<file path="config.mk">
export PLATFORM = sky130hd
export DESIGN_NAME = program_loader
export DESIGN_NICKNAME = d
export VERILOG_FILES = /design/src/rtl/loader_pkg.sv /design/src/rtl/word_assembler.sv /design/src/rtl/program_loader.sv
export SDC_FILE = /design/constraint.sdc
export NUM_CORES = 1
export LEC_CHECK = 0
export ABC_AREA = 1
export BUFFER_PORTS_ARGS = -buffer_cell sky130_fd_sc_hd__buf_4
export CAP_MARGIN = 0
export CORE_UTILIZATION = 45
export CTS_BUF_LIST = sky130_fd_sc_hd__clkbuf_16
export DETAILED_ROUTE_END_ITERATION = 8
export GPL_ROUTABILITY_DRIVEN = 0
export PLACE_DENSITY = 0.7
export SYNTH_ARGS = -nofsm -noshare
export SYNTH_HDL_FRONTEND = slang
export SYNTH_HIERARCHICAL = 1
export SYNTH_SLANG_ARGS = --single-unit
</file>
<file path="constraint.sdc">
create_clock -name clock -period 1.6 [get_ports clock]
set_input_delay 0.08 -clock clock [delete_from_list [all_inputs] [get_ports clock]]
set_output_delay 0.08 -clock clock [all_outputs]
set_load 0.1 [all_outputs]
</file>
<file path="src/rtl/loader_pkg.sv">
// rtl/loader_pkg.sv - shared definitions for the program loader
// Purpose: state encoding, default text base and stream framing sizes
//          shared by program_loader and its bench.
package loader_pkg;

    localparam logic [31:0] TEXT_BASE_DEFAULT = 32'h0040_0000;
    localparam int          HDR_BYTES         = 2;
    localparam int          CHK_BYTES         = 1;

    typedef enum logic [2:0] {
        ST_IDLE  = 3'd0,
        ST_HDR0  = 3'd1,
        ST_HDR1  = 3'd2,
        ST_DATA  = 3'd3,
        ST_CHECK = 3'd4,
        ST_DONE  = 3'd5,
        ST_ERROR = 3'd6
    } state_t;

endpackage

</file>
<file path="src/rtl/word_assembler.sv">
// rtl/word_assembler.sv - 4-byte little-endian word assembler
// Purpose: collects four stream bytes into one 32-bit word, first byte in
//          bits [7:0], and pulses word_valid the cycle after the 4th byte.
// Ports:
//   clock, reset_n   rising-edge clock, asynchronous active-low reset
//   clear            restart assembly at byte 0 (start of a new load)
//   shift            accept byte_in this cycle
//   byte_in          data byte
//   word             assembled word, held until the next shift
//   byte_count       bytes already collected in the current word
//   word_valid       one-cycle pulse while word holds a completed word
module word_assembler (
    input  logic        clock,
    input  logic        reset_n,
    input  logic        clear,
    input  logic        shift,
    input  logic [7:0]  byte_in,
    output logic [31:0] word,
    output logic [1:0]  byte_count,
    output logic        word_valid
);

    logic [31:0] shreg;

    always_ff @(posedge clock or negedge reset_n) begin
        if (!reset_n) begin
            shreg      <= '0;
            byte_count <= '0;
            word_valid <= 1'b0;
        end else begin
            word_valid <= shift && (byte_count == 2'd3);
            if (clear) begin
                shreg      <= '0;
                byte_count <= '0;
            end else if (shift) begin
                // New bytes enter at the top so that after four shifts the
                // first byte received sits in the least significant lane.
                shreg      <= {byte_in, shreg[31:8]};
                byte_count <= byte_count + 2'd1;
            end
        end
    end

    assign word = shreg;

endmodule

</file>
<file path="src/rtl/program_loader.sv">
// rtl/program_loader.sv - byte-stream program loader for instruction memory
// Purpose: parses [count lo, count hi, 4N payload bytes, xor checksum] and
//          writes each word to TEXT_BASE + 4k, holding the CPU meanwhile.
// Ports:
//   clock, reset_n            rising-edge clock, asynchronous active-low reset
//   start                     one-cycle pulse, honoured in IDLE/DONE/ERROR
//   byte_in/valid/ready       byte stream handshake
//   mem_write/address/data    instruction memory write port
//   cpu_hold                  CPU stall during load and after failure
//   done, error               result of the last load
module program_loader
    import loader_pkg::*;
#(
    parameter logic [31:0] TEXT_BASE = TEXT_BASE_DEFAULT,
    parameter int          DEPTH     = 256
) (
    input  logic        clock,
    input  logic        reset_n,
    input  logic        start,
    input  logic [7:0]  byte_in,
    input  logic        byte_valid,
    output logic        byte_ready,
    output logic        mem_write,
    output logic [31:0] mem_address,
    output logic [31:0] mem_data,
    output logic        cpu_hold,
    output logic        done,
    output logic        error
);

    localparam int          IDX_W     = $clog2(DEPTH) + 1;
    localparam logic [16:0] DEPTH_LIM = 17'(DEPTH);

    state_t             state;
    logic [15:0]        word_count;
    logic [IDX_W-1:0]   index;
    logic [7:0]         checksum;
    logic [1:0]         asm_byte_count;
    logic               transfer;
    logic               load_start;
    logic               asm_shift;
    logic               last_word;
    logic [15:0]        header_count;

    assign byte_ready = (state == ST_HDR0) || (state == ST_HDR1) ||
                        (state == ST_DATA) || (state == ST_CHECK);
    assign transfer   = byte_valid && byte_ready;
    assign load_start = start && ((state == ST_IDLE) || (state == ST_DONE) ||
                                  (state == ST_ERROR));
    assign asm_shift  = transfer && (state == ST_DATA);
    assign header_count = {byte_in, word_count[7:0]};
    // index still names the word being assembled: its increment from the
    // previous word's write lands well before this word's 4th byte.
    assign last_word  = ({{(16-IDX_W){1'b0}}, index} == (word_count - 16'd1));

    word_assembler u_asm (
        .clock      (clock),
        .reset_n    (reset_n),
        .clear      (load_start),
        .shift      (asm_shift),
        .byte_in    (byte_in),
        .word       (mem_data),
        .byte_count (asm_byte_count),
        .word_valid (mem_write)
    );

    always_ff @(posedge clock or negedge reset_n) begin
        if (!reset_n) begin
            state      <= ST_IDLE;
            word_count <= '0;
            checksum   <= '0;
        end else begin
            case (state)
                ST_IDLE, ST_DONE, ST_ERROR: begin
                    if (start) begin
                        state      <= ST_HDR0;
                        word_count <= '0;
                        checksum   <= '0;
                    end
                end
                ST_HDR0: begin
                    if (transfer) begin
                        word_count[7:0] <= byte_in;
                        state           <= ST_HDR1;
                    end
                end
                ST_HDR1: begin
                    if (transfer) begin
                        word_count <= header_count;
                        if ({1'b0, header_count} > DEPTH_LIM)
                            state <= ST_ERROR;
                        else if (header_count == 16'd0)
                            state <= ST_CHECK;
                        else
                            state <= ST_DATA;
                    end
                end
                ST_DATA: begin
                    if (transfer) begin
                        checksum <= checksum ^ byte_in;
                        if ((asm_byte_count == 2'd3) && last_word)
                            state <= ST_CHECK;
                    end
                end
                ST_CHECK: begin
                    if (transfer)
                        state <= (byte_in == checksum) ? ST_DONE : ST_ERROR;
                end
                default: state <= ST_IDLE;
            endcase
        end
    end

    always_ff @(posedge clock or negedge reset_n) begin
        if (!reset_n)
            index <= '0;
        else if (load_start)
            index <= '0;
        else if (mem_write)
            index <= index + 1'b1;
    end

    assign mem_address = TEXT_BASE + {{(30-IDX_W){1'b0}}, index, 2'b00};
    assign cpu_hold    = (state != ST_IDLE) && (state != ST_DONE);
    assign done        = (state == ST_DONE);
    assign error       = (state == ST_ERROR);

endmodule

</file>
Word level (Yosys, flattened, before mapping). Index checks and enable logic that the tools add are counted.

Register bits: 71.

Order comparisons: 1. Eq/ne operators: 16. Reductions and logical operators: 24. $add $sub $neg: 4. Bitwise operators: 2. Muxes and demuxes: 24.

Operators by type and width (number): $mux W32 (2); $mux W16 (2); $pmux W8 S2 (2); $add A23 B11 Y24 const A (1); $mux W3 (8); $mux W8 (3); $pmux W8 S3 (1); $mux W9 (2); $eq A9 B16 Y1 (1); $gt A16 B9 Y1 const B (1); $logic_not A16 Y1 (1); $sub A16 B1 Y16 const B (1); $pmux W3 S5 (1); $ne A2 B2 Y1 const B (5); $reduce_bool A2 Y1 (5); $add A9 B1 Y9 const B (1); $eq A3 B3 Y1 const B (3); $eq A8 B8 Y1 (1); $xor A8 B8 Y8 (1); $eq A3 B2 Y1 const B (2); $logic_and A1 B1 Y1 (6); $mux W2 (3); $reduce_and A3 Y1 (2); $reduce_and A6 Y1 (1); 11 further kinds (15).

Logic depth before layout (Yosys ltp).
Depth after elaboration: 8. Depth in mapped cells: 15. Gate-level depth less buffers: 15.

By module. Netlist, hierarchy kept.

Modules (own cells, without submodules): program_loader (seq. area each 900.9 um^2, area an instance 2583.7 um^2, cells an instance 371, times used 1); word_assembler (seq. area each 875.8 um^2, area an instance 1514.0 um^2, cells an instance 153, times used 1).

Least setup slack after synthesis. OpenSTA, ideal clock, no wires.

Kind: register to register. From: register state[1]. To: register word_count[6]. Cell stages (with the launch flop): 13. Slack: -663 ps. Clock period less this slack: 2263 ps. Arrival time: 2142 ps. Data required time: 1480 ps. Buffers on the path: 1. Cells stage by stage: dfrtp_1 > nor2_2 > inv_2 > nor2_4 > a21oi_4 > nand2_4 > inv_2 > or2_4 > nand2_4 > nor2_4 > buf_6 > nand3_1 > nand2_1.

Elaborated cells between the ends (all ways): 18.

RTL lines: start: declaration (line program_loader.sv:34) `state_t state;`; start signal: assignment (line program_loader.sv:107) `state <= (byte_in == checksum) ? ST_DONE : ST_ERROR;`; $eq A3 B3 Y1 (*); via done (line program_loader.sv:27) `output logic done,`; $reduce_or A3 Y1 (*) (line program_loader.sv:73) `case (state)`; $ne A2 B2 Y1 (no line) or $reduce_bool A2 Y1 (tied branches); $reduce_and A4 Y1 (no line); end signal: assignment (line program_loader.sv:83) `word_count[7:0] <= byte_in;`; end signal: assignment (line program_loader.sv:89) `word_count <= header_count;`; end: declaration (line program_loader.sv:35) `logic [15:0] word_count;`.

The timed path passes the listed nets; every way through them passes the cells marked *. A chain may end at the register's enable or synchronous reset.

Worst setup path after layout.
From: register state[0]. To: register word_count[2].

Cells in the longest elaborated chain, start to end: 7. Elaborated cells between the ends (all ways): 18.

Ends and longest elaborated chain: $eq A3 B1 Y1 or $eq A3 B2 Y1 (tied branches) (line program_loader.sv:45, program_loader.sv:73); $logic_or A1 B1 Y1 (2 in a row) (line program_loader.sv:45) `assign byte_ready = (state == ST_HDR0) || (state == ST_HDR1) ||`; $logic_or A1 B1 Y1 (line program_loader.sv:46) `(state == ST_DATA) || (state == ST_CHECK);`; $logic_and A1 B1 Y1 (line program_loader.sv:47) `assign transfer = byte_valid && byte_ready;`; $ne A2 B2 Y1 (no line); $reduce_and A4 Y1 (no line).

Parallel ways exist; a longest one is shown, timed or not.

==> flow_summary_export.csv <==
group,metric,value,unit
status,run_status,"complete, but fails checks",
status,violated_checks,"setup timing",
synthesis,postSynth.asyncResetShare,1.00,
pwr,power_density,2280,nW/µm²
sta,post-route-period-util,1.15,
floorplan,initial_cell_density_of_the_core,0.468,
clock_network,cts_sinks,71,
clock_network,clock_tree.root_cell,"clkbuf_16",
floorplan,die_height,97.4,µm
pwr,p_switching,6.54,mW
clock_network,clock_tree.buffer_depth,2,
sta,slew_violations,0,
setup_path,crit_path_start_kind,"flop",
pwr,seq_power_share,0.207,
clock_network,cts_buffers,9,
route,drt_drc_violations_left,0,
sta,fin_ws,-0.237,ns
grt,grt_overflow,0,
grt,grt_max_degree,33,
synthesis,avgSynthCellArea,7.82,µm²
finish,layout.filler_cells,664,
setup_path,critPathMaxFanout,14,
synthesis,synth_enable_flop_cells,0,
sta,timing.final.hold_violations,0,
sta,timing.fmax,0.544,GHz
finish,finalInstanceArea,5830,µm²
synthesis,synth.yosys.seq_area_share,0.434,
pwr,irDropWorstVdd,0.00233,V
floorplan,die-width,97.4,µm
route,dr.pass1.iters,6,
grt,antenna_found_initial,0,
pwr,internal_power,6.74,mW
pwr,sw_frac_of_total,0.492,
setup_path,cp_data_arrival_time,2.10,ns
floorplan,placementRows,34,
synthesis,post_synth_instance_area,4100,µm²
floorplan,design.die.area,9490,µm²
setup_path,critPathKind,"flop to flop",
route,routed-via-count,3869,
finish,final_nets,652,
finish,mostFrequentLayoutCell,"nand2_1",
finish,synthToLayoutAreaGrowth,42.2,%
finish,final_util,0.665,
route,detail_route.vias_per_cell,5.17,
placement,port_buffers,57,
placement,place_hpwl,6.90,mm
setup_path,critPathRequiredTime,1.87,ns
grt,track_usage,0.217,
synthesis,unique_masters_post_synth,36,
pwr,clockPowerShare,0.155,
clock_network,clk_pin_slew,0.06,ns
route,routed_wl,11.2,mm
clock_network,clk-insertion-delay-late,0.34,ns
min_path,min_path_type,"input port to flop",
synthesis,ys.warnings.count,6,
setup_path,timing.critical_path.to_type,"flop",
floorplan,floorplan.core_area,8760,µm²
route,dr.first_iter.drc_count,199,
grt,first_global_vias,3438,
synthesis,ys_dominant_reg_cell,"dfrtp_1",
synthesis,post_synth_inst_count,524,
sta,setup_failing_eps_final,49,
job,maxCapViolCount,0,
sta,maximum_clock_skew_at_final_layout,0.00405,ns
route,ant_nets,0,
clock_network,maximum_level_of_the_cts_h_tree,3,
pwr,power.combinational.fraction,0.638,
sta,rsz0062_at_grt,"true",
finish,layout_common_cells,"nand2_1 (109), buf_4 (94), dfrtp_1 (64), nand3_1 (50), inv_1 (43)",
route,average_wire_per_standard_cell,15.0,µm
floorplan,floorplan.io_pins,81,
placement,postPlaceCellArea,4830,µm²
sta,post-route-min-period,1.84,ns
pwr,total_leakage_power,3.10,nW
finish,final_antenna_diode_count,0,
synthesis,synth-seq-cells,71,
grt,grt_pass1_wl,16.5,mm
finish,share_of_cells_above_drive_strength_1,0.402,
clock_network,tritoncts,"yes",
[synth_stat cells, types with 8 or more instances]
library cell    n  share of area
nand3_1        53          0.065
nor3_1          8         0.0098
nand2_1       157           0.14
nor2_1         54          0.049
inv_1          47          0.043
o21ai_0        16          0.020
nand3_2        14          0.034
dfrtp_1        71           0.43
buf_6           9          0.025
a21oi_1         8         0.0098
buf_4          24          0.044
[worst max-delay path: stages, from the launching register on]
cell and delay, ns:
dfrtp_2 0.42, inv_2 0.05, nor2_2 0.11, inv_2 0.07, nor2_4 0.13, a21oi_4 0.05, nand2_4 0.10, inv_2 0.04
or2_4 0.26, nand2_4 0.09, nor2_4 0.05, buf_12 0.16, buf_4 0.13, o21ai_2 0.10
[repair_timing]
| action | CTS | global route |
|---|---|---|
| resized for setup | 18 | 104 |
| hold buffers | 1 | 0 |
| buffers inserted | 3 | 13 |
| endpoints found under the hold margin | 26 | 0 |
| endpoints found under the setup margin | 15 | 64 |
| pin swaps | 14 | 30 |
| cloned | 0 | 7 |
[flip-flops by register name (all words and copies together) (netlist names)]
name              cells
u_asm/word           32
word_count           16
index                 9
state                 3
u_asm/word_valid      1
checksum              8
u_asm/byte_count      2
[through the flow]
stage                     total power, mW  setup slack (ns)  setup TNS [ns]  hold WS [ns]  cells
after floorplan                      7.51            -0.663          -36.62        -0.216    545
after global placement               9.17            -0.126          -0.903        0.0427    711
after detailed placement             9.32            -0.216           -1.42        0.0452    711
after CTS                            11.8            -0.195           -1.48        0.0369    731
after global routing                 14.0            -0.324           -9.41        0.0406    749
final                                13.3            -0.237           -5.21        0.0236    749
[logic make-up (layout without fill, tap and decap cells)]
group / after synthesis / count (layout) / share of synthesized area
DFF: 71 / 71 / 0.434
and+or+nand+nor: 305 / 305 / 0.342
xor gates and xnor gates: 14 / 14 / 0.0299
AOI/OAI and AO/OA: 38 / 38 / 0.0583
buffers and inverters: 90 / 186 / 0.122
adders and majority gates: 4 / 4 / 0.0122
other: 2 / 23 / 0.00183
[routing by layer]
| metal | track usage | wire [µm] | vias to the layer above |
|---|---|---|---|
| met5 | 0 | 0 | - |
| met2 | 0.371 | 5830 | 133 |
| met4 | 0.0543 | 102 | 0 |
| met3 | 0.0446 | 585 | 14 |
| met1 | 0.280 | 4700 | 1885 |
| li1 | - | - | 1837 |
[area by class of cell]
class | count | area (µm²) | share of cell area
well taps | 108 | 135 | 0.0232
clock inverters | 7 | 80.1 | 0.0137
flip-flops and latches | 71 | 1790 | 0.306
multi-input cells | 384 | 2250 | 0.386
inverters | 53 | 218 | 0.0374
repair buffers | 117 | 1140 | 0.195
clock buffers | 9 | 225 | 0.0387
[final timing paths]
| check | from | end | slack, ns | cells after the start |
|---|---|---|---|---|
| setup / recovery | state[0]$_DFFE_PN0P_ | word_count[2]$_DFFE_PN0P_ | -0.24 | 13 |
| hold / removal | byte_in[6] | word_count[6]$_DFFE_PN0P_ | 0.02 | 3 |
| setup reg to reg | state[0]$_DFFE_PN0P_ | word_count[2]$_DFFE_PN0P_ | -0.24 | 13 |
| hold reg to reg | u_asm/word[2]$_DFFE_PN0P_ | u_asm/word[2]$_DFFE_PN0P_ | 0.49 | 2 |
| max in group asynchronous | reset_n | u_asm/byte_count[1]$_DFFE_PN0P_ | 0.85 | 3 |
| min in group asynchronous | reset_n | state[1]$_DFFE_PN0P_ | 0.22 | 2 |
[power by group through the flow]
stage                     Clock (mW)  Sequential, mW  Combinational [mW]
final                           2.06            2.75                8.47
after global routing            2.17            2.79                9.06
after CTS                       2.08            2.67                7.06
after detailed placement           0            2.66                6.66
after global placement             0            2.64                6.53
after floorplan                    0            3.37                4.14
(Power assumes the default switching activity.)
